==> src/rtl/muldiv_pkg.sv <==
// muldiv_pkg: shared types, default width and helpers for the multiply/divide unit.
package muldiv_pkg;
  localparam int MD_WIDTH = 32;
  typedef enum logic [1:0] {MD_MULTU = 2'b00, MD_MULT = 2'b01, MD_DIVU = 2'b10, MD_DIV = 2'b11} muldiv_op_t;
  typedef enum logic [1:0] {IDLE = 2'd0, RUN = 2'd1, FIX = 2'd2, DONE = 2'd3} muldiv_state_t;
  function automatic logic op_signed(input logic [1:0] op);
    return op[0];
  endfunction
endpackage

==> src/rtl/muldiv_if.sv <==
// muldiv_if: issue/result bundle between the pipeline controller and muldiv_unit.
interface muldiv_if import muldiv_pkg::*; #(
  parameter int WIDTH = MD_WIDTH
) ();
  logic             start;
  muldiv_op_t       op;
  logic [WIDTH-1:0] a;
  logic [WIDTH-1:0] b;
  logic             flush;
  logic             we_hi;
  logic             we_lo;
  logic [WIDTH-1:0] wdata;
  logic             busy;
  logic             done;
  logic [WIDTH-1:0] hi;
  logic [WIDTH-1:0] lo;
  modport master (output start, op, a, b, flush, we_hi, we_lo, wdata, input busy, done, hi, lo);
  modport slave (input start, op, a, b, flush, we_hi, we_lo, wdata, output busy, done, hi, lo);
endinterface

==> src/rtl/muldiv_step.sv <==
// muldiv_step: one radix-2 iteration, shift-add multiply or restoring divide on a shared adder.
module muldiv_step import muldiv_pkg::*; #(
  parameter int WIDTH = MD_WIDTH
) (
  input  logic             i_div,
  input  logic [WIDTH-1:0] i_hi,
  input  logic [WIDTH-1:0] i_lo,
  input  logic [WIDTH-1:0] i_opnd,
  output logic [WIDTH-1:0] o_hi,
  output logic [WIDTH-1:0] o_lo
);
  logic [WIDTH:0] w_x;
  logic [WIDTH:0] w_y;
  logic [WIDTH:0] w_sum;
  // Divide subtracts via inverted operand plus carry-in; bit WIDTH of the sum is the trial sign.
  assign w_x   = i_div ? {i_hi, i_lo[WIDTH-1]} : {1'b0, i_hi};
  assign w_y   = i_div ? ~{1'b0, i_opnd} : (i_lo[0] ? {1'b0, i_opnd} : '0);
  assign w_sum = w_x + w_y + {{WIDTH{1'b0}}, i_div};
  assign o_hi  = i_div ? (w_sum[WIDTH] ? w_x[WIDTH-1:0] : w_sum[WIDTH-1:0]) : w_sum[WIDTH:1];
  assign o_lo  = i_div ? {i_lo[WIDTH-2:0], ~w_sum[WIDTH]} : {w_sum[0], i_lo[WIDTH-1:1]};
endmodule

==> src/rtl/muldiv_unit.sv <==
// muldiv_unit: iterative radix-2 MULT/MULTU/DIV/DIVU owning the HI/LO registers.
// Define MULDIV_FAST_MUL_EN for a single-cycle combinational multiply path.
module muldiv_unit import muldiv_pkg::*; #(
  parameter int WIDTH = MD_WIDTH
) (
  input logic     clk,
  input logic     resetn,
  muldiv_if.slave bus
);
  localparam int CW = $clog2(WIDTH + 1);
  localparam logic [1:0] S_IDLE = IDLE;
  localparam logic [1:0] S_RUN  = RUN;
  localparam logic [1:0] S_FIX  = FIX;
  localparam logic [1:0] S_DONE = DONE;
  logic [1:0]         r_state;
  logic [CW-1:0]      r_cnt;
  logic [WIDTH-1:0]   r_acc_hi;
  logic [WIDTH-1:0]   r_acc_lo;
  logic [WIDTH-1:0]   r_opnd;
  logic [WIDTH-1:0]   r_hi;
  logic [WIDTH-1:0]   r_lo;
  logic               r_div;
  logic               r_neg;
  logic               r_rneg;
  logic               r_dz;
  logic               w_sgn;
  logic               w_start;
  logic [WIDTH-1:0]   w_abs_a;
  logic [WIDTH-1:0]   w_abs_b;
  logic [WIDTH-1:0]   w_step_hi;
  logic [WIDTH-1:0]   w_step_lo;
  logic [WIDTH-1:0]   w_res_hi;
  logic [WIDTH-1:0]   w_res_lo;
  logic [2*WIDTH-1:0] w_prod;
  assign w_sgn   = op_signed(bus.op);
  assign w_start = (r_state == S_IDLE) && bus.start && !bus.flush;
  assign w_abs_a = (w_sgn && bus.a[WIDTH-1]) ? -bus.a : bus.a;
  assign w_abs_b = (w_sgn && bus.b[WIDTH-1]) ? -bus.b : bus.b;
  assign w_prod   = r_neg ? -{r_acc_hi, r_acc_lo} : {r_acc_hi, r_acc_lo};
  // Divide by zero leaves an all-ones quotient unsigned; the remainder fix restores raw a.
  assign w_res_hi = r_div ? (r_rneg ? -r_acc_hi : r_acc_hi) : w_prod[2*WIDTH-1:WIDTH];
  assign w_res_lo = r_div ? ((r_neg && !r_dz) ? -r_acc_lo : r_acc_lo) : w_prod[WIDTH-1:0];
`ifdef MULDIV_FAST_MUL_EN
  logic [2*WIDTH-1:0] w_fast;
  assign w_fast = w_sgn ? {{WIDTH{bus.a[WIDTH-1]}}, bus.a} * {{WIDTH{bus.b[WIDTH-1]}}, bus.b}
                        : {{WIDTH{1'b0}}, bus.a} * {{WIDTH{1'b0}}, bus.b};
`endif
  muldiv_step #(.WIDTH(WIDTH)) u_step (
    .i_div (r_div),
    .i_hi  (r_acc_hi),
    .i_lo  (r_acc_lo),
    .i_opnd(r_opnd),
    .o_hi  (w_step_hi),
    .o_lo  (w_step_lo)
  );
  always_ff @(posedge clk) begin
    if (!resetn) begin
      r_state  <= S_IDLE;
      r_cnt    <= '0;
      r_acc_hi <= '0;
      r_acc_lo <= '0;
      r_opnd   <= '0;
      r_hi     <= '0;
      r_lo     <= '0;
      r_div    <= 1'b0;
      r_neg    <= 1'b0;
      r_rneg   <= 1'b0;
      r_dz     <= 1'b0;
    end else begin
      if (r_state == S_IDLE && bus.we_hi) r_hi <= bus.wdata;
      if (r_state == S_IDLE && bus.we_lo) r_lo <= bus.wdata;
      if (bus.flush) r_state <= S_IDLE;
`ifdef MULDIV_FAST_MUL_EN
      else if (w_start && !bus.op[1]) begin
        r_state      <= S_DONE;
        {r_hi, r_lo} <= w_fast;
      end
`endif
      else if (w_start) begin
        r_state  <= S_RUN;
        r_cnt    <= CW'(WIDTH);
        r_div    <= bus.op[1];
        r_neg    <= w_sgn && (bus.a[WIDTH-1] ^ bus.b[WIDTH-1]);
        r_rneg   <= w_sgn && bus.a[WIDTH-1];
        r_dz     <= bus.b == '0;
        r_acc_hi <= '0;
        r_acc_lo <= bus.op[1] ? w_abs_a : w_abs_b;
        r_opnd   <= bus.op[1] ? w_abs_b : w_abs_a;
      end else if (r_state == S_RUN) begin
        {r_acc_hi, r_acc_lo} <= {w_step_hi, w_step_lo};
        r_cnt                <= r_cnt - 1'b1;
        if (r_cnt == CW'(1)) r_state <= S_FIX;
      end else if (r_state == S_FIX) begin
        r_state <= S_DONE;
        r_hi    <= w_res_hi;
        r_lo    <= w_res_lo;
      end else if (r_state == S_DONE) r_state <= S_IDLE;
    end
  end
  assign bus.busy = r_state != S_IDLE;
  assign bus.done = r_state == S_DONE;
  assign bus.hi   = r_hi;
  assign bus.lo   = r_lo;
endmodule

==> src/flat_wrapper.sv <==
// flat-port wrapper written by rule: the top's interface ports become plain ports
module muldiv_unit_flat import muldiv_pkg::*;
#(
  parameter int WIDTH = MD_WIDTH
)
  (clk, resetn, bus_start, bus_op, bus_a, bus_b, bus_flush, bus_we_hi, bus_we_lo, bus_wdata, bus_busy, bus_done, bus_hi, bus_lo);
  muldiv_if #(.WIDTH(WIDTH)) bus_i ();
  input logic clk;
  input logic resetn;
  input wire logic [$bits(bus_i.start)-1:0] bus_start;
  input wire logic [$bits(bus_i.op)-1:0] bus_op;
  input wire logic [$bits(bus_i.a)-1:0] bus_a;
  input wire logic [$bits(bus_i.b)-1:0] bus_b;
  input wire logic [$bits(bus_i.flush)-1:0] bus_flush;
  input wire logic [$bits(bus_i.we_hi)-1:0] bus_we_hi;
  input wire logic [$bits(bus_i.we_lo)-1:0] bus_we_lo;
  input wire logic [$bits(bus_i.wdata)-1:0] bus_wdata;
  output wire logic [$bits(bus_i.busy)-1:0] bus_busy;
  output wire logic [$bits(bus_i.done)-1:0] bus_done;
  output wire logic [$bits(bus_i.hi)-1:0] bus_hi;
  output wire logic [$bits(bus_i.lo)-1:0] bus_lo;
  assign bus_i.start = bus_start;
  assign bus_i.op = bus_op;
  assign bus_i.a = bus_a;
  assign bus_i.b = bus_b;
  assign bus_i.flush = bus_flush;
  assign bus_i.we_hi = bus_we_hi;
  assign bus_i.we_lo = bus_we_lo;
  assign bus_i.wdata = bus_wdata;
  assign bus_busy = bus_i.busy;
  assign bus_done = bus_i.done;
  assign bus_hi = bus_i.hi;
  assign bus_lo = bus_i.lo;
  muldiv_unit #(.WIDTH(WIDTH)) u_core (.clk(clk), .resetn(resetn), .bus(bus_i));
endmodule
==> config.mk <==
export PLATFORM = sky130hd
export DESIGN_NAME = muldiv_unit_flat
export DESIGN_NICKNAME = d
export VERILOG_FILES = /design/src/rtl/muldiv_pkg.sv /design/src/rtl/muldiv_if.sv /design/src/rtl/muldiv_step.sv /design/src/rtl/muldiv_unit.sv /design/src/flat_wrapper.sv
export SDC_FILE = /design/constraint.sdc
export NUM_CORES = 1
export LEC_CHECK = 0
export CELL_PAD_IN_SITES_DETAIL_PLACEMENT = 1
export CELL_PAD_IN_SITES_GLOBAL_PLACEMENT = 1
export CORE_MARGIN = 2
export CORE_UTILIZATION = 42
export CTS_CLUSTER_SIZE = 28
export DETAILED_ROUTE_END_ITERATION = 6
export PLACE_DENSITY = 0.9
export SLEW_MARGIN = 20
export SYNTH_ARGS = -nofsm -noshare
export SYNTH_HDL_FRONTEND = slang
export SYNTH_SLANG_ARGS = --single-unit
==> constraint.sdc <==
create_clock -name clk -period 6.4 [get_ports clk]
set_input_delay 1.28 -clock clk [delete_from_list [all_inputs] [get_ports clk]]
set_output_delay 1.28 -clock clk [all_outputs]
set_load 0.01 [all_outputs]
# Word level (Yosys, flattened, before mapping)
# Index checks and enable logic that the tools add are counted.
# classes
add_sub_neg	8
eq_ne	6
muxes	36
bitwise	5
reduce_logical	22
# op_table
operator	n
two-way mux 32 bit	26
negator 32 bit	4
two-way mux 33 bit	2
two-way mux 64 bit	1
negator 64 bit	1
adder 33 x 1 -> 33 bit	1
adder 33 bit	1
NOT 32 -> 33 bit	1
zero test 32 bit	1
two-way mux 6 bit	2
logical AND 1 bit	8
two-way mux 2 bit	4
AND reduction 2 bit	4
== test 6 x 1 -> 1 bit (second input constant)	1
subtractor 6 x 1 -> 6 bit (second input constant)	1
== test 2 bit (second input constant)	2
nonzero test 2 bit	2
nonzero test 4 bit	1
!= test 3 x 2 -> 1 bit (second input constant)	1
NOT 1 bit	3
nonzero test 3 bit	1
OR reduction 3 bit	1
== test 2 x 1 -> 1 bit (second input constant)	1
zero test 1 bit	2
5 further kinds	5
# totals
ff_bits	172
output_inout_bits	66

# Logic depth before layout (Yosys ltp)
# logic_depth
word_depth	8
ltp_mapped	18
ltp_nobuf	15

# Hierarchy
# Synthesis repeated with hierarchy kept, for this count alone.
# unflattened
cells_unflattened	1815
area_unflattened_um2	14068.5
# by_module_without_submodules
module	instances	cells_each	area_per_inst_um2
muldiv_unit	1	1279	10523.8
muldiv_step	1	536	3544.6

# Worst setup path before layout
# OpenSTA, ideal clock, no wires.
# synth_path
path_kind	flip-flop to flip-flop
from	reg u_core.r_div
to	reg u_core.r_acc_hi[21]
t_arrival_ns	4.430
required_ns	6.263
path_slack_ns	1.833
path_stages_with_launch	18
cell_sequence	dfxtp_1 > clkbuf_1 > clkbuf_1 > clkbuf_1 > o21ai_0 > fa_1 > fa_1 > a211oi_1 > o21ai_1 > o21ai_2 > a21oi_1 > or3_4 > and3_1 > or2_1 > buf_6 > buf_6 > a22oi_1 > o221ai_1
# synth_via
elab_chain_len	7
elab_cells_between_ends	8
classes_between	add/sub (2); mux (6)
# synth_lines
item	line	rtl
start, declared	muldiv_unit.sv:22	logic r_div;
start signal, assigned	muldiv_unit.sv:82	r_div <= bus.op[1];
two-way mux 33 bit (on tied branches)	muldiv_step.sv:16, muldiv_step.sv:17	
adder 33 bit	muldiv_step.sv:18	assign w_sum = w_x + w_y + {{WIDTH{1'b0}}, i_div};
adder 33 x 1 -> 33 bit	muldiv_step.sv:18	
two-way mux 32 bit	muldiv_step.sv:19	assign o_hi = i_div ? (w_sum[WIDTH] ? w_x[WIDTH-1:0] : w_sum[WIDTH-1:0]) : w_sum[WIDTH:1];
two-way mux 32 bit *	muldiv_step.sv:19	
two-way mux 32 bit *	muldiv_unit.sv:89	end else if (r_state == S_RUN) begin
two-way mux 32 bit *	muldiv_unit.sv:79	else if (w_start) begin
end signal, assigned	muldiv_unit.sv:90	{r_acc_hi, r_acc_lo} <= {w_step_hi, w_step_lo};
end, declared	muldiv_unit.sv:17	logic [WIDTH-1:0] r_acc_hi;
# Every way passes the cells marked *; elsewhere a longest branch is shown, timed or not. The select of a mux whose other input is x is not followed.
# A chain may end at the register's enable or synchronous reset.

# Worst setup path in the final report
# layout_path
from	reg u_core.r_div
to	reg u_core.r_acc_hi[7]
# The elaborated chain is that of the path after synthesis.

==> run summary <==
Max Transition Viols Final: 0
Crit-path cells: nor2_2 > nand2_1 > o21ai_0 > fa_1 > fa_1 > a211oi_1 > o21ai_1 > o21ai_2 > a21oi_1 > or3_4 > o31ai_4 > or2_1 > buf_4 > mux2i_1 > o21ai_1
GR Overflow Total: 0
Req. time, crit path: 6.67 ns
Final worst slack: 1.02 ns
Post-CTS sizing: 0
R2r setup slk: 1.02 ns
R2R cell count: 15
CTS tree: built
DIE WIDTH: 185 µm
Post-CTS setup buffer count: 0
TNS Setup: 0 ns
Layout cells sized above 1: 6.98%
Slowest CP cell: dfxtp_4
Worst Tran Pin Value: 1.10 ns
Antenna violations before repair: 0
Maximum clock insertion buffer count: 2
H-tree depth: 4
RSZ-0062 raised after global routing: no
Die height: 185 µm
Pwr/cell area: 182 nW/µm²
Multi-input gate area: 9550 µm²
# IOs: 170
Clk sinks: 172
Post-synth ARST share: 0%
RR Startpoint: u_core.r_div
Register area: 3450 µm²
Hold slack: 0.471 ns
Slowest cell delay on critical path: 0.78 ns
Final min period: 5.38 ns
Vias in the first global route: 14.6k
Max Clk Rate: 0.186 GHz
Placeable core area: 32400 µm²
Critical path arrival: 5.65 ns
Most numerous cell in the Yosys netlist: nand2_1
Worst vdd ir: 191 µV
Die area: 34100 µm²
Setup crit end: u_core.r_acc_hi[7]
Setup WS pre-CTS: 1.33 ns
Synth cell count leaders: nand2_1 (235), nor2_1 (187), dfxtp_1 (172)
Layout Nets: 2056
EDFF count, synth: 0
Post-synthesis cell area: 13700 µm²
Class of the worst hold path: reg -> reg
Cell variety after synth: 79
Gpl congestion: 0.940
Final setup viols: 0
CP endpoint kind: flip-flop
Top cells by area, synth: dfxtp_1 (25%), nand2_1 (6.4%), xnor2_1 (5.4%)
Hold path cells: 2
CTS Buf Count: 17
GRT Resource Usage Total: 30.2%
LEAKAGE: 6.16 nW
Yosys warnings: 0
Initial DRC count: 1397
Area leader, netlist: dfxtp_1
Post-Syn Instances: 1859
DRC Markers: 0
Vias: 14.8k
PnR Total Power: 2.93 mW
Tcrit/Tclk final: 84.1%
CP startpoint kind: flip-flop
Post-route ant nets: 0
Post-layout util: 49.6%
Net count after synthesis: 2007
# rows: 66
Post-synthesis sequential area ratio: 25.1%
Initial Utilization: 42.4%
Max Cap Viol: 0
Worst-path fanout max: 42
Area grow syn2layout: 17.0%
Post-cts hold buffer count: 0
Syn Area/Cell: 7.38 µm²
Skew-Pair Late Insertion Delay: 0.44 ns
Synth top area share: 25.1%
Skew final: 0.0118 ns
Routed len/inst: 22.4 µm
Outcome: complete, no violations
Drt pass-1 iters: 5
Pin count of the biggest net entering global routing: 104
Critical setup path kind: reg -> reg
Final Hold Viols: 0
Filler cells: 4036
Port buffer count: 169
Via/cell ratio: 6.28
Yosys reg bits: 172
WL final: 52900 µm
RR Endpoint: u_core.r_acc_hi[7]
CP Launch Point: u_core.r_div
CTS clk-pin slew, worst paths: 0.08 ns
Detailed placement HPWL: 39500 µm
Slew HR: 26.2%
# diodes: 0
First-pass GRT wire length: 81400 µm
Ys flop type: dfxtp_1
CTS Root Cell: clkbuf_16
-- flip-flops by register name, indices dropped and copies added, names as in the netlist --
name / count
u_core.r_acc_hi: 32
u_core.r_neg: 1
u_core.bus.hi: 32
u_core.r_opnd: 32
u_core.r_acc_lo: 32
u_core.r_div: 1
u_core.r_cnt: 6
u_core.r_dz: 1
u_core.r_rneg: 1
u_core.r_state: 2
u_core.bus.lo: 32
-- cells in the final DEF (no fill, tap or decap), types with 6 or more instances in the layout --
master / netlist / routed
o21ai_0: 122 / 122
xnor2_1: 85 / 85
or3_1: 15 / 15
or4_1: 10 / 10
nand2b_1: 11 / 11
clkdlybuf4s50_1: 0 / 168
nand2_1: 235 / 235
a22oi_1: 25 / 25
a21oi_1: 145 / 145
nor2_1: 187 / 183
xor2_1: 62 / 62
nor4_1: 13 / 13
or2_2: 9 / 9
o41ai_1: 7 / 7
mux2i_1: 54 / 54
and3_1: 13 / 13
o211ai_1: 52 / 52
clkbuf_16: 0 / 17
a211oi_1: 45 / 45
nor3_1: 33 / 32
o21ai_1: 16 / 16
mux2_2: 40 / 40
a311oi_1: 53 / 53
ha_1: 42 / 41
dfxtp_1: 172 / 171
o31ai_1: 19 / 19
a21o_1: 24 / 24
and2_1: 10 / 10
inv_1: 34 / 34
nand3_1: 77 / 76
buf_4: 2 / 16
a31oi_1: 14 / 14
nand4_1: 6 / 6
-- where the power goes --
group	switching, mW	internal (mW)	leakage (nW)
Combinational	0.404	0.281	4.47
Clock	0.523	0.521	0.282
Sequential	0.0709	1.13	1.41
-- metal layers --
layer  share of wire (%)  wire length, µm  vias up  track usage [%]
met2                  46            24500      654             50.2
li1                    -                -     6810                -
met3                 6.7             3570      109             3.58
met1                  43            22700     7255             39.8
met4                 4.0             2090        0             12.1
met5                   0                0        -                0
-- worst min-delay path by stage --
stage                           start           endpoint  slack [ns]
floorplan            u_core.r_opnd[6]   u_core.r_opnd[6]        0.44
global placement    u_core.r_opnd[13]  u_core.r_opnd[13]        0.45
detailed placement  u_core.r_opnd[13]  u_core.r_opnd[13]        0.46
CTS                 u_core.r_opnd[13]  u_core.r_opnd[13]        0.47
global route        u_core.r_opnd[23]  u_core.r_opnd[23]        0.50
finish              u_core.r_opnd[13]  u_core.r_opnd[13]        0.47
-- area by class of cell --
class,count,share of cell area [%]
multi-input combinational,1496,59.4
sequential,172,21.5
timing repair buffer,185,11.2
tap,442,3.44
clock buffer,17,2.65
clock inverter,15,0.911
inverter,36,0.849
-- worst max-delay path: cells and delay by family, from the launching register on --
kind	cells	cell delay [ns]
adder cells (fa/ha/maj)	2	0.91
AND/OR/NAND/NOR	4	1.45
flip-flops	1	0.78
multiplexers	1	0.26
AO/OA/AOI/OAI	7	1.47
buffers and inverters	1	0.34
-- logic make-up (layout without fill, tap and decap cells) --
| family | count (synthesis) | in the layout | synth area share (%) |
|---|---|---|---|
| xor gates and xnor gates | 147 | 147 | 9.38 |
| AOI/OAI and AO/OA | 566 | 566 | 27.0 |
| buffers and inverters | 191 | 253 | 5.68 |
| and+or+nand+nor | 645 | 645 | 21.6 |
| muxes | 94 | 94 | 7.22 |
| DFF | 172 | 172 | 25.1 |
| adders and majority gates | 44 | 44 | 4.12 |
-- through the flow --
step	std cells	instance area [µm²]
2_1_floorplan	1859	13700
3_3_place_gp	2331	15500
3_5_place_dp	2331	15500
4_1_cts	2363	16100
5_1_grt	2363	16100
6_report	2363	16100
Power figures use the tool's default switching activity.
